===== src/rtl/bcd_pkg.sv =====
// Shared definitions for the serial BCD adder: FSM states, BCD constants and
// a digit-validity helper.
package bcd_pkg;

    typedef enum logic [1:0] {
        IDLE = 2'd0,
        ADD  = 2'd1,
        DONE = 2'd2
    } state_e;

    localparam logic [3:0] BCD_MAX  = 4'd9;
    localparam logic [3:0] BCD_CORR = 4'd6;

    // True when the nibble encodes a legal decimal digit (0..9).
    function automatic logic is_bcd_digit(input logic [3:0] d);
        return (d <= BCD_MAX);
    endfunction

endpackage


===== src/rtl/bcd_digit_add.sv =====
// Single-digit BCD adder with carry-in. Purely combinational; it is the only
// arithmetic in the serial adder.
module bcd_digit_add
    import bcd_pkg::*;
(
    input  logic [3:0] a_d,
    input  logic [3:0] b_d,
    input  logic       cin,
    output logic [3:0] s_d,
    output logic       cout
);

    logic [4:0] t;
    logic [4:0] t_corr;

    // Binary sum, then decimal correction when the result exceeds 9.
    always_comb begin
        t      = {1'b0, a_d} + {1'b0, b_d} + {4'b0000, cin};
        t_corr = t + {1'b0, BCD_CORR};
        if (t > {1'b0, BCD_MAX}) begin
            s_d  = t_corr[3:0];
            cout = 1'b1;
        end else begin
            s_d  = t[3:0];
            cout = 1'b0;
        end
    end

endmodule


===== src/rtl/bcd_serial_add_ctrl.sv =====
// Serial packed-BCD adder controller: one digit per clock, LSD first, through
// a single bcd_digit_add instance. Start/busy/done handshake; sum and cout
// are held until the next accepted start.
// Optional feature: define BCD_CHECK_EN to flag non-BCD input nibbles on err.
module bcd_serial_add_ctrl
    import bcd_pkg::*;
#(
    parameter  int unsigned DIGITS = 4,
    localparam int unsigned CNT_W  = (DIGITS > 1) ? $clog2(DIGITS) : 1,
    localparam int unsigned W      = 4 * DIGITS
) (
    input  logic         clk,
    input  logic         rst,
    input  logic         start,
    input  logic [W-1:0] a,
    input  logic [W-1:0] b,
    output logic         busy,
    output logic         done,
    output logic [W-1:0] sum,
    output logic         cout,
    output logic         err
);

    localparam logic [CNT_W-1:0] LAST_IDX = CNT_W'(DIGITS - 1);

    state_e           state_q, state_d;
    logic [W-1:0]     a_sh_q, a_sh_d;
    logic [W-1:0]     b_sh_q, b_sh_d;
    logic [W-1:0]     sum_q, sum_d;
    logic [CNT_W-1:0] cnt_q, cnt_d;
    logic             carry_q, carry_d;
    logic             cout_q, cout_d;
    logic             busy_q, busy_d;
    logic             done_q, done_d;

    logic [3:0]       dig_s;
    logic             dig_c;

    bcd_digit_add u_digit_add (
        .a_d  (a_sh_q[3:0]),
        .b_d  (b_sh_q[3:0]),
        .cin  (carry_q),
        .s_d  (dig_s),
        .cout (dig_c)
    );

    // Next-state logic for the FSM, datapath registers and registered outputs.
    always_comb begin
        state_d = state_q;
        a_sh_d  = a_sh_q;
        b_sh_d  = b_sh_q;
        sum_d   = sum_q;
        cnt_d   = cnt_q;
        carry_d = carry_q;
        cout_d  = cout_q;
        busy_d  = busy_q;
        done_d  = 1'b0;
        unique case (state_q)
            IDLE: begin
                if (start) begin
                    a_sh_d  = a;
                    b_sh_d  = b;
                    sum_d   = '0;
                    cnt_d   = '0;
                    carry_d = 1'b0;
                    cout_d  = 1'b0;
                    busy_d  = 1'b1;
                    state_d = ADD;
                end
            end
            ADD: begin
                // Result digits enter from the top so digit 0 lands in [3:0]
                // after DIGITS shifts.
                sum_d   = (sum_q >> 4) | (W'(dig_s) << (W - 4));
                a_sh_d  = a_sh_q >> 4;
                b_sh_d  = b_sh_q >> 4;
                carry_d = dig_c;
                cnt_d   = cnt_q + 1'b1;
                if (cnt_q == LAST_IDX) begin
                    cout_d  = dig_c;
                    done_d  = 1'b1;
                    state_d = DONE;
                end
            end
            DONE: begin
                busy_d  = 1'b0;
                state_d = IDLE;
            end
            default: begin
                busy_d  = 1'b0;
                state_d = IDLE;
            end
        endcase
    end

    // State and datapath registers with asynchronous reset.
    always_ff @(posedge clk or posedge rst) begin
        if (rst) begin
            state_q <= IDLE;
            a_sh_q  <= '0;
            b_sh_q  <= '0;
            sum_q   <= '0;
            cnt_q   <= '0;
            carry_q <= 1'b0;
            cout_q  <= 1'b0;
            busy_q  <= 1'b0;
            done_q  <= 1'b0;
        end else begin
            state_q <= state_d;
            a_sh_q  <= a_sh_d;
            b_sh_q  <= b_sh_d;
            sum_q   <= sum_d;
            cnt_q   <= cnt_d;
            carry_q <= carry_d;
            cout_q  <= cout_d;
            busy_q  <= busy_d;
            done_q  <= done_d;
        end
    end

    assign busy = busy_q;
    assign done = done_q;
    assign sum  = sum_q;
    assign cout = cout_q;

`ifdef BCD_CHECK_EN
    logic err_q, err_d;
    logic bad_nibble;

    // Flag is evaluated only on an accepted start and held otherwise.
    always_comb begin
        bad_nibble = 1'b0;
        for (int i = 0; i < DIGITS; i++) begin
            if (!is_bcd_digit(a[4*i +: 4]) || !is_bcd_digit(b[4*i +: 4])) begin
                bad_nibble = 1'b1;
            end
        end
        err_d = err_q;
        if (state_q == IDLE && start) begin
            err_d = bad_nibble;
        end
    end

    // Error flag register.
    always_ff @(posedge clk or posedge rst) begin
        if (rst) begin
            err_q <= 1'b0;
        end else begin
            err_q <= err_d;
        end
    end

    assign err = err_q;
`else
    assign err = 1'b0;
`endif

endmodule


===== config.mk =====
export PLATFORM = sky130hd
export DESIGN_NAME = bcd_serial_add_ctrl
export DESIGN_NICKNAME = d
export VERILOG_FILES = /design/src/rtl/bcd_pkg.sv /design/src/rtl/bcd_digit_add.sv /design/src/rtl/bcd_serial_add_ctrl.sv
export SDC_FILE = /design/constraint.sdc
export NUM_CORES = 1
export LEC_CHECK = 0
export BUFFER_PORTS_ARGS = -buffer_cell sky130_fd_sc_hd__clkbuf_2
export CORE_ASPECT_RATIO = 2
export CORE_MARGIN = 2
export CORE_UTILIZATION = 39
export DETAILED_ROUTE_END_ITERATION = 8
export PLACE_DENSITY = 0.67
export REMOVE_ABC_BUFFERS = 1
export SLEW_MARGIN = 10
export SYNTH_ARGS = -nofsm -noshare
export SYNTH_HDL_FRONTEND = slang
export SYNTH_SLANG_ARGS = --single-unit

===== constraint.sdc =====
create_clock -name clk -period 7.6 [get_ports clk]
set_input_delay 0.76 -clock clk [delete_from_list [all_inputs] [get_ports clk]]
set_output_delay 0.76 -clock clk [all_outputs]
set_load 0.01 [all_outputs]

==> impl_metrics.ini, run 1 <==
[outcome]
outcome = complete, no violations

[timing]
relSlewSlack_pct = 31.3
tightestPinTransition_ns = 1.03
drv_slew = 0
final.min_clock_period_ns = 2.72
fin_crit_sh_pct = 35.8
rsz0062_at_grt = no
fin_tns_setup_ns = 0
fmax_mhz = 367
hold_viol = 0
finClkSkew_ns = 0.00131
setup_viol = 0

[routing]
wl_per_cell_um = 13.8
drc = 0
avgViaCountPerCell = 5.07
antenna_left = 0
drt_iter0_drc = 55
first_pass_iters = 4
vias = 1902
wl_um = 5160

[floorplanning]
die_h_um = 119
initial_core_util_pct = 39.7
core_area_um2 = 6520
die_area_um2 = 7340
boundaryPins = 55
die_width_um = 61.6
num_rows = 42

[min_path]
hp-class = flop to flop
min_from = a_sh_q[6]

[synthesis]
yosysWarnings = 0
yosysUniqueCellTypes = 29
ys_seq_elements = 56
netlist.area_leader.share_pct = 54.2
synth_area_um2 = 2590
synth.avg_cell_area_um2 = 10.9
synthCells = 238
synth_area_leaders = dfrtp_1 54%, mux2i_1 9.3%, o21ai_0 6.4%
ys_seq_area_share_pct = 54.2
synth_area_leader_cell = dfrtp_1

[critical_path]
worst_path_most_repeated_cell = fa_1
cp-start-kind = flop
reg2reg_from = a_sh_q[0]
timing.critical_path.cells = fa_1 > inv_1 > fa_1 > xor2_1 > ha_1 > a21boi_0 > o41a_1 > o21ai_0 > a22o_1
crit_type = flop to flop
cp_max_fo = 4
crit_path_end_kind = flop
crit_slowest_cell = fa_1
worstPathRequired_ns = 7.78
cp.arrival_ns = 2.91
max_stage_delay_ns = 0.45
timing.critical_path.from = a_sh_q[0]

[clocking]
insertion_delay_ns = 0.29
cts-root-buf = clkbuf_16
numCtsBuffers = 5
clock_path_buffers = 2
postCtsSetupRepairBufs = 0
clkSinkCount = 56
hold_buffers = 0
htreeDepth = 2
cts_tree = built
clk_pin_slew_ns = 0.07
post_cts_resized = 0

[global_route]
track_usage_pct = 15.7
grt.overflow.total = 0
grt_start_max_net_pins = 57
grt_pass1_vias = 1915
antenna_found_initial = 0
grt_pass1_wl_um = 8870

[placement]
io_buffers = 53
post-place-cells = 367
gp_congestion = 0.793
postPlaceCellArea_um2 = 2920
dp_hpwl_um = 3720

[layout]
antenna_cells = 0
fin_nets = 329
syn_to_final_growth_pct = 18.6
fin_cells = 375
finalInstanceArea_um2 = 3070
drive_above_1_share_pct = 24.0

[run]
cap_violations = 0

[pwr]
ir_worst_vdd_uv = 363
powerDensity_nw_per_um2 = 476
leakage_nw = 1.50
[metrics by stage]
step	setup WS [ns]	hold slack (ns)	power (mW)	utilization, %
finish	4.88	0.484	1.46	47.1
global route	4.68	0.503	1.59	47.1
CTS	4.89	0.487	1.48	47.1
detailed placement	4.93	0.472	1.24	44.8
global placement	5.09	0.462	1.19	44.8
floorplan	4.15	0.449	1.04	-
[cell usage after synthesis (all sizes together)]
| library cell | count |
|---|---|
| inv | 6 |
| nor2b | 9 |
| dfrtp | 56 |
| ha | 6 |
| a211o | 1 |
| o21ai | 35 |
| clkbuf | 7 |
| o2bb2ai | 1 |
| nand2 | 34 |
| nor4 | 2 |
| a22o | 18 |
| xor2 | 1 |
| o41a | 1 |
| nand3 | 1 |
| a21boi | 1 |
| mux2i | 24 |
| a21oi | 10 |
| buf | 8 |
| fa | 2 |
| conb | 1 |
| o41ai | 1 |
| nand2b | 2 |
| and3 | 2 |
| nor2 | 7 |
| xnor2 | 1 |
| o21bai | 1 |
[cell families after synthesis]
logic type | synth area share, %
compound gates | 17.1
simple gates | 10.2
flops | 54.2
mux | 9.29
buf+inv | 3.97
fa+ha+maj | 4.45
xor+xnor | 0.677
other cells | 0.145
[final cells by class]
class	instances	area [µm²]
Clock inverter	1	7.51
Inverter	6	22.5
Multi-Input combinational cell	161	1100
Tap cell	88	110
Timing Repair Buffer	56	288
Clock buffer	7	143
Fill cell	648	3450
Sequential cell	56	1400
[sequential cells by signal, summed over array words and instances, names as in the netlist]
name,flops
cout,1
state_q,2
carry_q,1
cnt_q,2
busy,1
sum,16
a_sh_q,16
b_sh_q,16
done,1
[layer usage]
layer | wire length [µm] | global-route usage, %
met4 | 58 | 4.79
met2 | 2610 | 25.5
met3 | 235 | 2.50
met1 | 2260 | 20.8
met5 | 0 | 0
[critical path: cells and delay by family, from the launching register on]
| family | cells | cell delay [ns] |
|---|---|---|
| flip-flops | 1 | 0.40 |
| AO/OA/AOI/OAI | 4 | 0.94 |
| buffers and inverters | 1 | 0.08 |
| adder cells (fa/ha/maj) | 3 | 0.92 |
| XOR/XNOR | 1 | 0.28 |
[cells in the final DEF, fill, tap and decap left out, types with 2 or more instances in the layout]
cell type  netlist  routed
nor4_1           2       2
ha_1             6       6
inv_1            6       5
clkbuf_2         0      53
nor2b_1          9       8
o21ai_1          2       2
clkbuf_16        0       5
fa_1             2       2
mux2i_1         24      24
a21oi_1         10      10
nand2b_1         2       2
o21ai_0         33      33
nor2_1           7       7
nand2_1         34      34
and3_4           2       2
dfrtp_1         56      56
buf_4            3       3
a22o_1          18      18
[final timing paths]
kind,end,slack [ns],cells past startpoint
worst min register to register,a_sh_q[6],0.48,2
worst max-delay path,sum[14],4.88,9
worst max register to register,sum[14],4.88,9
max in group asynchronous,state_q[0],6.51,3
worst min-delay path,a_sh_q[6],0.48,2
min in group asynchronous,b_sh_q[8],0.64,3
[report_power, final]
group / total, mW / internal [mW] / switching (mW) / leakage (nW)
Combinational: 0.705 / 0.321 / 0.383 / 0.714
Sequential: 0.525 / 0.431 / 0.0941 / 0.716
Clock: 0.230 / 0.131 / 0.0987 / 0.0701
Total: 1.46 / 0.884 / 0.576 / 1.50
No activity file was read; power rests on OpenSTA's default activity.
==> inputs of run 2 (changes only) <==
==> constraint.sdc (replaced) <==
create_clock -name clk -period 2.6 [get_ports clk]
set_input_delay 0.26 -clock clk [delete_from_list [all_inputs] [get_ports clk]]
set_output_delay 0.26 -clock clk [all_outputs]
set_load 0.01 [all_outputs]
==> impl_metrics.ini, run 2 (synthesized netlist as in run 1, its figures left out) <==
[clocking]
clk_pin_slew_ns = 0.07
cts-root-buf = clkbuf_16
clock_path_buffers = 2
clkSinkCount = 56
numCtsBuffers = 5
insertion_delay_ns = 0.29
htreeDepth = 2
cts_tree = built

[placement]
io_buffers = 53
pre_cts_ws_ns = -0.143
dp_hpwl_um = 3790
gp_congestion = 0.836

[routing]
wl_um = 5370
vias = 1928
first_pass_iters = 4
drc = 0
drt_iter0_drc = 88
avgViaCountPerCell = 5.07
antenna_left = 0
wl_per_cell_um = 14.1

[global_route]
grt_start_max_net_pins = 71
met2_usage_pct = 24.7
antenna_found_initial = 0
grt-busiest-layer = met2
grt_pass1_vias = 1894
grt.overflow.total = 0
grt_pass1_wl_um = 9060
global_route.usage.met1_pct = 22.3
use_met3_pct = 3.37
track_usage_pct = 16.2

[layout]
syn_to_final_growth_pct = 22.2
drive_above_1_share_pct = 27.1
n_fill_cell = 652
fin_nets = 334
mostFrequentLayoutCells = 56 x dfrtp_1, 53 x clkbuf_2, 34 x nand2_1, 32 x o21ai_0, 24 x mux2i_1
final_core_util_pct = 48.5
antenna_cells = 0
final_common_cell = dfrtp_1

[critical_path]
endpoint = sum[13]
cp-start-kind = flop
path_buf_inv = 1
crit_family = adder cells
timing.critical_path.from = a_sh_q[0]
ff2ff_path_depth = 8
r2r-end = sum[13]
crit_type = flop to flop
timing.critical_path.cells = fa_2 > inv_1 > fa_2 > ha_2 > a21boi_2 > o41a_1 > xnor2_1 > o21ai_1
rrSetupSlack_ns = 0.09
cp_max_fo = 4
worstPathRequired_ns = 2.77
crit_slowest_cell = fa_2
max_stage_delay_ns = 0.48
cp.arrival_ns = 2.68
worst_path_most_repeated_cell = fa_2
path_depth = 8
reg2reg_from = a_sh_q[0]
crit_path_end_kind = flop

[timing]
relSlewSlack_pct = 58.8
drv_slew = 0
setup_viol = 0
setup_ws_ns = 0.0929
finClkSkew_ns = 0.00446
final.min_clock_period_ns = 2.51
tightestPinTransition_ns = 0.618
fin_crit_sh_pct = 96.4
hold_viol = 0
fmax_mhz = 399

[min_path]
hp-class = primary input to flop
min_from = b[13]

[floorplanning]
die_h_um = 119
initial_core_util_pct = 39.7
die_width_um = 61.6
num_rows = 42
boundaryPins = 55
die_area_um2 = 7340
core_area_um2 = 6520

[pwr]
leakage_nw = 1.54
powerDensity_nw_per_um2 = 1450
ir_worst_vdd_uv = 699
fin_total_pwr_mw = 4.59

[run]
cap_violations = 0

[outcome]
outcome = complete, no violations
[run 2: where the power goes]
| part | leakage (nW) | switching (mW) | internal, mW |
|---|---|---|---|
| logic | 0.737 | 1.20 | 1.05 |
| clock network | 0.0901 | 0.291 | 0.507 |
| registers | 0.716 | 0.276 | 1.26 |
[run 2: area by class of cell]
cell class | instances | area [µm²] | area share [%]
Sequential cell | 56 | 1400 | 44.4
Inverter | 6 | 22.5 | 0.713
Multi-Input combinational cell | 161 | 1110 | 35.3
Tap cell | 88 | 110 | 3.49
Timing Repair Buffer | 61 | 328 | 10.4
Clock buffer | 7 | 153 | 4.83
Clock inverter | 1 | 30.0 | 0.950
[run 2: worst min-delay path by stage]
stage,end,cells past startpoint
after global placement,b_sh_q[8],2
after floorplan,b_sh_q[12],1
after CTS,b_sh_q[13],2
final,b_sh_q[13],2
after global routing,b_sh_q[13],2
after detailed placement,b_sh_q[12],2
[run 2: per-stage QoR]
stage	area (µm²)	hold WS [ns]	std cells	TNS (ns)
6_report	3160	0.186	380	0
3_3_place_gp	2930	0.228	369	0
4_1_cts	3140	0.179	378	0
5_1_grt	3160	0.191	380	-0.00962
3_5_place_dp	2930	0.240	369	-0.165
2_1_floorplan	2510	0.393	223	-23.86
[run 2: repair_timing]
item / CTS / global route
buffers inserted: 0 / 2
cloned: 0 / 0
pin swaps: 0 / 1
resized for setup: 3 / 4
hold buffers: 1 / 0
setup endpoints to repair: 2 / 3
hold endpoints to repair: 15 / 0
[run 2: layer usage]
layer / vias up / wire, µm
li1: 930 / -
met1: 935 / 2340
met2: 53 / 2710
met3: 10 / 232
met4: 0 / 97
met5: - / 0
==> inputs of run 3 (changes only) <==
--- a/config.mk
+++ b/config.mk
@@ -5,12 +5,13 @@
 export SDC_FILE = /design/constraint.sdc
 export NUM_CORES = 1
 export LEC_CHECK = 0
+export ABC_AREA = 1
 export BUFFER_PORTS_ARGS = -buffer_cell sky130_fd_sc_hd__clkbuf_2
 export CORE_ASPECT_RATIO = 2
 export CORE_MARGIN = 2
-export CORE_UTILIZATION = 39
+export CORE_UTILIZATION = 45
 export DETAILED_ROUTE_END_ITERATION = 8
-export PLACE_DENSITY = 0.67
+export PLACE_DENSITY = 0.75
 export REMOVE_ABC_BUFFERS = 1
 export SLEW_MARGIN = 10
 export SYNTH_ARGS = -nofsm -noshare
==> impl_metrics.ini, run 3 <==
[routing]
wl_um = 5180
vias = 2090
antenna_left = 0
drc = 0
first_pass_iters = 4
wl_per_cell_um = 12.9
drt_iter0_drc = 79
avgViaCountPerCell = 5.20

[synthesis]
yosysWarnings = 0
synthFlopType = dfrtp_1
synth_area_um2 = 2550
synth_edf_count = 0
yosysMostFrequentCell = nand2_1
synth_top_family_by_area = simple AND/OR/NAND/NOR gates
synthCells = 291
synth_area_leader_cell = dfrtp_1
yosysUniqueCellTypes = 23
synth_mux_area_share_pct = 0
synth.avg_cell_area_um2 = 8.77
ys_seq_area_share_pct = 54.9
async_flop_share_pct = 100
synth_commonest_cells = 66 x nand2_1, 56 x dfrtp_1, 29 x a21oi_1
synth_compound_area_share_pct = 15.6
synthAdderAreaFrac_pct = 4.51
synth_xor_area_share_pct = 0
synth_area_leaders = dfrtp_1 55%, nand2_1 9.7%, a21oi_1 5.7%
ys_seq_elements = 56
netlist.area_leader.share_pct = 54.9
synthSimpleGateAreaFrac_pct = 17.6

[floorplanning]
num_rows = 38
die_width_um = 57.2
core_area_um2 = 5470
die_area_um2 = 6320
boundaryPins = 55
initial_core_util_pct = 46.7
die_h_um = 110

[layout]
antenna_cells = 0
drive_above_1_share_pct = 22.2
syn_to_final_growth_pct = 16.4
mostFrequentLayoutCells = 65 x nand2_1, 56 x dfrtp_1, 53 x clkbuf_2, 29 x a21oi_1, 27 x nor2_1
fin_cells = 402
fin_nets = 384
final_core_util_pct = 54.3
finalInstanceArea_um2 = 2970
final_common_cell = nand2_1

[critical_path]
worst_path_most_repeated_cell = nand2_1
timing.critical_path.cells = fa_1 > inv_1 > fa_2 > ha_2 > a21boi_0 > a21oi_1 > nand2_1 > nand2_2 > nand2_1 > nand3_1 > nand2_1
cp.arrival_ns = 2.64
cp-start-kind = flop
reg2reg_from = a_sh_q[0]
crit_slowest_cell = fa_1
cp_max_fo = 5
rrSetupSlack_ns = 0.16
crit_type = flop to flop
r2r-end = sum[13]
ff2ff_path_depth = 11
crit_path_end_kind = flop
worstPathRequired_ns = 2.80
max_stage_delay_ns = 0.47

[timing]
fin_crit_sh_pct = 93.9
relSlewSlack_pct = 53.8
setup_viol = 0
hold_viol = 0
tightestPinTransition_ns = 0.692
hold-worst-slack_ns = 0.106
drv_slew = 0
fin_tns_setup_ns = 0
final.min_clock_period_ns = 2.44
fmax_mhz = 410
finClkSkew_ns = 0.00839

[global_route]
antenna_found_initial = 0
grt.overflow.total = 0
grt_start_max_net_pins = 57
grt_pass1_vias = 2106
track_usage_pct = 18.1
grt_pass1_wl_um = 9100

[pwr]
powerDensity_nw_per_um2 = 1410
ir_worst_vdd_uv = 948
leakage_nw = 1.52

[placement]
post-place-cells = 393
io_buffers = 53
postPlaceCellArea_um2 = 2840
gp_congestion = 0.826
dp_hpwl_um = 3620

[clocking]
hold_buffers = 0
clk_pin_slew_ns = 0.10
cts-root-buf = clkbuf_8
clkSinkCount = 56
numCtsBuffers = 5
clock_path_buffers = 2
insertion_delay_ns = 0.31
htreeDepth = 2
cts_tree = built

[outcome]
outcome = complete, no violations

[run]
cap_violations = 0

[min_path]
hp-class = primary input to async pin
-- run 3: cell count changes in the layout (fill, tap and decap cells not counted), sizes merged, moves of 9 or more --
cell	previous run	this run
a21oi	10	29
a22o	18	1
inv	6	26
mux2i	24	0
nand2	34	66
nand3	1	13
nor2	7	30
nor2b	9	0
-- run 3: what timing repair did --
item | 4_1_cts | 5_1_grt
hold endpoints to repair | 0 | 0
setup buffers | 0 | 1
endpoints found under the setup margin | 0 | 5
gates resized for setup | 0 | 3
-- run 3: per-stage QoR --
stage | power [mW] | setup slack [ns]
global route | 4.66 | -0.0234
floorplan | 2.99 | 0.334
detailed placement | 3.61 | 0.132
global placement | 3.52 | 0.224
finish | 4.19 | 0.159
CTS | 4.18 | 0.0992
-- run 3: where the power goes --
group	switching (mW)	total [mW]	internal (mW)
registers	0.214	1.49	1.28
clock network	0.276	0.561	0.285
logic	1.33	2.13	0.799
total	1.82	4.19	2.36
-- run 3: final cells by class --
class,instances,area (µm²)
multi-input combinational,193,973
inverter,26,97.6
sequential,56,1400
clock inverter,3,42.5
fill,532,2500
tap,60,75.1
clock buffer,5,68.8
timing repair buffer,59,310
-- run 3: cells by family after synthesis --
logic type      after synthesis
buf+inv                      42
other cells                   1
fa+ha+maj                     8
simple gates                110
compound gates               74
flops                        56
-- run 3: how the worst max path moves through the flow --
stage	slack, ns	startpoint	endpoint	depth (start not counted)
global placement	0.22	a_sh_q[0]	sum[15]	11
CTS	0.1	a_sh_q[0]	sum[15]	11
finish	0.16	a_sh_q[0]	sum[13]	11
global route	-0.02	a_sh_q[0]	cout	13
detailed placement	0.13	a_sh_q[0]	sum[13]	11
floorplan	0.33	a_sh_q[0]	sum[15]	11
-- run 3: per-layer routing --
| metal | share of wire [%] | up-vias | global-route usage (%) | wire, µm |
|---|---|---|---|---|
| li1 | - | 1042 | - | - |
| met1 | 40 | 999 | 20.6 | 2070 |
| met2 | 55 | 39 | 32.2 | 2830 |
| met3 | 3.6 | 10 | 2.93 | 185 |
| met4 | 2.0 | 0 | 7.60 | 105 |
| met5 | 0 | - | 0 | 0 |
-- run 3: critical path, delay by kind of cell, from the launching register on --
family	cells	cell delay (ns)
adders and majority gates	3	1.16
DFF	1	0.41
and+or+nand+nor	5	0.40
AOI/OAI and AO/OA	2	0.26
buffers and inverters	1	0.09
